### src/rtl/uart_tx_shift_register.sv
// UART transmit serializer: start bit, 5..MAX_DATA_BITS data bits (LSB- or
// MSB-first), optional parity, 1 or 2 stop bits. Each bit lasts CLKS_PER_BIT
// clocks. Parity is built only when UART_TX_PARITY_EN is defined.
module uart_tx_shift_register #(
    parameter int unsigned MAX_DATA_BITS = 9,
    parameter int unsigned CLKS_PER_BIT  = 16
) (
    input  logic                     clk,
    input  logic                     rst,
    input  logic [MAX_DATA_BITS-1:0] tx_data,
    input  logic                     tx_valid,
    output logic                     tx_ready,
    input  logic [3:0]               data_bits,
    input  logic                     lsb_first,
    input  logic                     stop_bits_2,
    input  logic                     parity_en,
    input  logic                     parity_odd,
    output logic                     tx_serial,
    output logic                     tx_busy,
    output logic [3:0]               bit_count,
    output logic                     frame_done
);

    localparam int unsigned CNT_W    = $clog2(CLKS_PER_BIT);
    localparam logic [3:0]  MIN_BITS = 4'd5;
    localparam logic [3:0]  MAX_BITS = 4'(MAX_DATA_BITS);

    typedef enum logic [2:0] {
        S_IDLE,
        S_START,
        S_DATA,
`ifdef UART_TX_PARITY_EN
        S_PARITY,
`endif
        S_STOP
    } state_t;

    state_t                   state;
    logic [CNT_W-1:0]         clk_cnt;
    logic [3:0]               bit_idx;
    logic [3:0]               last_idx;
    logic                     lsb_q;
    logic                     stop2_q;
    logic                     stop_idx;
    logic [MAX_DATA_BITS-1:0] shreg;

    logic [3:0]               n_c;
    logic [MAX_DATA_BITS-1:0] masked_c;
    logic [MAX_DATA_BITS-1:0] aligned_c;
    logic                     head_c;
    logic [MAX_DATA_BITS-1:0] shifted_c;
    logic                     bit_last_c;
    logic                     bit_almost_c;

    // Clamp requested width, drop bits above n-1, left-align for MSB-first
    assign n_c       = (data_bits < MIN_BITS) ? MIN_BITS :
                       (data_bits > MAX_BITS) ? MAX_BITS : data_bits;
    assign masked_c  = tx_data & ({MAX_DATA_BITS{1'b1}} >> (MAX_BITS - n_c));
    assign aligned_c = lsb_first ? masked_c : (masked_c << (MAX_BITS - n_c));

    // Next data bit always comes from one end of the shift register
    assign head_c    = lsb_q ? shreg[0] : shreg[MAX_DATA_BITS-1];
    assign shifted_c = lsb_q ? (shreg >> 1) : (shreg << 1);

    assign bit_last_c   = (clk_cnt == CNT_W'(CLKS_PER_BIT - 1));
    assign bit_almost_c = (clk_cnt == CNT_W'(CLKS_PER_BIT - 2));

`ifdef UART_TX_PARITY_EN
    logic par_en_q;
    logic par_bit_q;
`else
    logic unused_parity;
    assign unused_parity = parity_en ^ parity_odd;
`endif

    // Frame sequencer with registered line and status outputs
    always_ff @(posedge clk or posedge rst) begin
        if (rst) begin
            state      <= S_IDLE;
            clk_cnt    <= '0;
            bit_idx    <= '0;
            last_idx   <= '0;
            lsb_q      <= 1'b1;
            stop2_q    <= 1'b0;
            stop_idx   <= 1'b0;
            shreg      <= '0;
            tx_serial  <= 1'b1;
            tx_ready   <= 1'b1;
            tx_busy    <= 1'b0;
            bit_count  <= '0;
            frame_done <= 1'b0;
`ifdef UART_TX_PARITY_EN
            par_en_q   <= 1'b0;
            par_bit_q  <= 1'b0;
`endif
        end else begin
            frame_done <= 1'b0;
            clk_cnt    <= bit_last_c ? '0 : clk_cnt + CNT_W'(1);
            case (state)
                S_IDLE: begin
                    clk_cnt   <= '0;
                    tx_serial <= 1'b1;
                    tx_ready  <= 1'b1;
                    tx_busy   <= 1'b0;
                    bit_count <= '0;
                    if (tx_valid && tx_ready) begin
                        shreg     <= aligned_c;
                        last_idx  <= n_c - 4'd1;
                        lsb_q     <= lsb_first;
                        stop2_q   <= stop_bits_2;
`ifdef UART_TX_PARITY_EN
                        par_en_q  <= parity_en;
                        par_bit_q <= (^masked_c) ^ parity_odd;
`endif
                        state     <= S_START;
                        tx_serial <= 1'b0;
                        tx_ready  <= 1'b0;
                        tx_busy   <= 1'b1;
                    end
                end
                S_START: begin
                    if (bit_last_c) begin
                        state     <= S_DATA;
                        tx_serial <= head_c;
                        shreg     <= shifted_c;
                        bit_idx   <= '0;
                        bit_count <= '0;
                    end
                end
                S_DATA: begin
                    if (bit_last_c) begin
                        if (bit_idx == last_idx) begin
                            bit_count <= '0;
                            stop_idx  <= 1'b0;
`ifdef UART_TX_PARITY_EN
                            if (par_en_q) begin
                                state     <= S_PARITY;
                                tx_serial <= par_bit_q;
                            end else begin
                                state     <= S_STOP;
                                tx_serial <= 1'b1;
                            end
`else
                            state     <= S_STOP;
                            tx_serial <= 1'b1;
`endif
                        end else begin
                            bit_idx   <= bit_idx + 4'd1;
                            bit_count <= bit_idx + 4'd1;
                            tx_serial <= head_c;
                            shreg     <= shifted_c;
                        end
                    end
                end
`ifdef UART_TX_PARITY_EN
                S_PARITY: begin
                    if (bit_last_c) begin
                        state     <= S_STOP;
                        tx_serial <= 1'b1;
                        stop_idx  <= 1'b0;
                    end
                end
`endif
                S_STOP: begin
                    if (stop_idx == stop2_q) begin
                        if (bit_almost_c) begin
                            frame_done <= 1'b1;
                        end
                        if (bit_last_c) begin
                            state    <= S_IDLE;
                            tx_ready <= 1'b1;
                            tx_busy  <= 1'b0;
                        end
                    end else if (bit_last_c) begin
                        stop_idx <= 1'b1;
                    end
                end
                default: begin
                    state     <= S_IDLE;
                    tx_serial <= 1'b1;
                    tx_ready  <= 1'b1;
                    tx_busy   <= 1'b0;
                end
            endcase
        end
    end

endmodule
### config.mk
export PLATFORM = sky130hd
export DESIGN_NAME = uart_tx_shift_register
export DESIGN_NICKNAME = d
export VERILOG_FILES = /design/src/rtl/uart_tx_shift_register.sv
export SDC_FILE = /design/constraint.sdc
export NUM_CORES = 1
export LEC_CHECK = 0
export ABC_CLOCK_PERIOD_IN_PS = 4150
export BUFFER_PORTS_ARGS = -buffer_cell sky130_fd_sc_hd__buf_2
export CORE_MARGIN = 1
export CORE_UTILIZATION = 35
export CTS_CLUSTER_SIZE = 30
export DETAILED_ROUTE_END_ITERATION = 12
export PLACE_DENSITY = 0.63
export REMOVE_ABC_BUFFERS = 1
export SLEW_MARGIN = 10
export SYNTH_ARGS = -nofsm -noshare
export SYNTH_HDL_FRONTEND = slang
export SYNTH_SLANG_ARGS = --single-unit
### constraint.sdc
create_clock -name clk -period 4.15 [get_ports clk]
set_input_delay 0.2075 -clock clk [delete_from_list [all_inputs] [get_ports clk]]
set_output_delay 0.2075 -clock clk [all_outputs]
set_load 0.05 [all_outputs]
==> impl_metrics.csv <==
group,metric,value,unit
outcome,status,"finished clean",
clock_tree,cts.sinks,34,
floorplanning,die_y,85.8,um
critical_path,critical_path_class,"input port to flop",
sta,maxSlewViolCount,0,
clock_tree,ctsResizeCount,0,
grt,grt_pass1_vias,1925,
critical_path,endpoint,"shreg[1]",
critical_path,ff2ff_path_depth,9,
layout,num-fill-cells,679,
grt,grt_overflow,0,
power_and_ir_drop,switchingPower,0.773,mW
floorplanning,die_area,0.00736,mm^2
route,vias,2069,
placed_design,place_area,0.00265,mm^2
sta,worstMarginPinSlew,0.737,ns
placed_design,port-buffer-count,25,
grt,grt_max_degree,35,
critical_path,path_max_fanout,12,
critical_path,cp_common_cell,"o21ai_0",
floorplanning,core.rowCount,30,
power_and_ir_drop,clkPwrFrac,16.0,%
critical_path,startpoint,"data_bits[0]",
power_and_ir_drop,vdd_drop_max,0.217,mV
clock_tree,cts_tree,"yes",
floorplanning,core,0.00679,mm^2
floorplanning,ios,28,
sta,rsz0062_at_grt,"false",
layout,final_nets,328,
synth,synth_area_leaders,"dfrtp_1, ha_1, mux2i_1",
critical_path,cpMaxStageDelayCell,"nor4b_4",
route,wl_per_cell,13.8,um
floorplanning,start_util,36.2,%
layout,final_cell_mix,"nand2_1, dfrtp_1, buf_2",
critical_path,crit_path_end_kind,"flop",
power_and_ir_drop,power_density,640,mW/mm^2
synth,ys.flop_type,"dfrtp_1",
synth,synth_largest_area_cell,"dfrtp_1",
power_and_ir_drop,p_seq_share,32.3,%
sta,finalSetupViolations,0,
route,routed_via_density,5.28,
route,dr.pass1.iters,4,
sta,slew_headroom,50.5,%
layout,utilization,40.6,%
layout,finalNonFillerCells,392,
clock_tree,root_buffer,"clkbuf_8",
power_and_ir_drop,finalPower,1.76,mW
synth,yosys_warnings,0,
synth,yosys.area.top_type_share,31.6,%
critical_path,r2r-end,"shreg[7]",
clock_tree,hold_buffers,0,
clock_tree,postCtsSetupRepairBufs,0,
power_and_ir_drop,combPwrFrac,51.6,%
layout,area_growth,12.2,%
power_and_ir_drop,p_int,0.990,mW
critical_path,arrival,2.78,ns
layout,final_common_cell,"nand2_1",
critical_path,required,4.29,ns
route,drtIter0Drc,154,
grt,grt_pass1_wl,8880,um
critical_path,cp-start-kind,"input port",
synth,netlist_area,0.00246,mm^2
sta,hold_viol_final,0,
route,wl,5420,um
synth,synth_edf_count,0,
layout,diodes,0,
sta,finalSetupTns,0,ns
clock_tree,clk_pin_slew,0.07,ns
placed_design,globalplace.congestion,0.854,
critical_path,crit_chain,"buf_2, nor4b_4, a31oi_4, ha_1, nor2b_1, o21ai_0, mux2i_1, o2bb2ai_1, o21ai_0, o21ai_0",
grt,antenna_found_initial,0,
sta,fin_crit_sh,63.7,%
layout,final_area,0.00276,mm^2
floorplanning,die_x,85.8,um
placed_design,place_ws,1.26,ns
sta,skew,0.00602,ns
synth,netlist_instances,277,
worst_hold_path,hp-class,"input port to async pin",
synth,synthDistinctLibCells,54,
route,post-route-drc-count,0,
grt,track_usage,15.1,%
clock_tree,clk_path_buf_depth,2,
clock_tree,clk_latency,0.28,ns
critical_path,rrSetupSlack,1.68,ns
sta,fin_hold_ws,0.0106,ns
critical_path,r2r_start,"state[0]",
route,final_antenna_net_count,0,
power_and_ir_drop,p_sw_share,43.9,%
clock_tree,cts_buffers,5,
sta,fin_ws,1.51,ns
placed_design,dp_hpwl,3880,um
clock_tree,cts-htree-levels,2,
layout,drive_gt1_share,17.6,%
synth,async_flop_share,100,%
power_and_ir_drop,cellLeakagePower,1.28,nW
placed_design,dp.cells,384,
sta,fin_crit,2.64,ns
job,cap_viol_max_count,0,
critical_path,slowest_delay,0.60,ns
synth,synth_seq_cells,34,
synth,synth_seq_area_share,34.8,%
synth,syn_area_per_cell,8.87,um^2
sta,fmax,378,MHz
[logic make-up after synthesis]
| kind of cell | count (synthesis) | synth area share (%) |
|---|---|---|
| and+or+nand+nor | 98 | 19.9 |
| buffers and inverters | 29 | 5.04 |
| DFF | 34 | 34.8 |
| xor gates and xnor gates | 11 | 3.92 |
| adders and majority gates | 13 | 6.62 |
| AOI/OAI and AO/OA | 69 | 19.8 |
| muxes | 23 | 9.93 |
[power by group through the flow]
stage | registers [mW] | clock network [mW] | logic, mW
2_1_floorplan | 0.598 | 0 | 0.658
3_3_place_gp | 0.572 | 0 | 0.890
3_5_place_dp | 0.575 | 0 | 0.907
4_1_cts | 0.570 | 0.291 | 0.908
5_1_grt | 0.589 | 0.303 | 1.02
6_report | 0.570 | 0.283 | 0.910
[Yosys cell counts, types with 2 or more instances]
library cell and n:
nand2_1 35, buf_2 2, mux2i_1 15, o31ai_1 6, clkbuf_1 11, nand4_1 2
ha_1 13, a21oi_1 7, xnor2_1 3, a22o_1 5, and3_1 2, dfstp_2 3
a221o_1 2, inv_1 12, nand3b_1 2, nor2b_1 5, o211ai_1 3, xor2_1 8
o21ai_0 15, a311oi_1 2, nor2_1 20, dfrtp_1 31, a211oi_1 2, a21o_1 3
o21ai_1 3, a31oi_1 9, nand2b_1 4, nor3_1 6, nand3_1 15, mux2_2 7
[area by class of cell]
cell class	count	area (um^2)	area share [%]
sequential	34	855	31.0
clock buffer	8	110	3.99
multi-input combinational	214	1480	53.7
inverter	12	45.0	1.63
tap	96	120	4.36
timing repair buffer	28	148	5.36
[registers in the layout, indices dropped and copies added, names as in the netlist, 2 cells and up]
register	count
bit_idx	4
clk_cnt	4
state	2
bit_count	4
last_idx	4
shreg	9
[critical path: cells and delay by family]
family	cells	cell delay, ns
and+or+nand+nor	2	0.76
adders and majority gates	1	0.27
AOI/OAI and AO/OA	5	1.14
muxes	1	0.21
buffers and inverters	1	0.19
[layer usage]
| layer | track usage [%] | share of wire [%] | vias to the layer above |
|---|---|---|---|
| li1 | - | - | 1040 |
| met1 | 21.1 | 52 | 950 |
| met2 | 23.6 | 43 | 73 |
| met3 | 2.60 | 4.3 | 6 |
| met4 | 4.85 | 1.2 | 0 |
| met5 | 0 | 0 | - |
[worst min-delay path by stage]
stage	startpoint	end	cells after the start
final	rst	stop2_q	3
after global routing	rst	stop_idx	3
after CTS	rst	bit_count[0]	3
after detailed placement	rst	clk_cnt[3]	3
after global placement	rst	clk_cnt[3]	3
after floorplan	rst	bit_count[0]	1
Note: power is estimated with default switching activity, not from simulation.
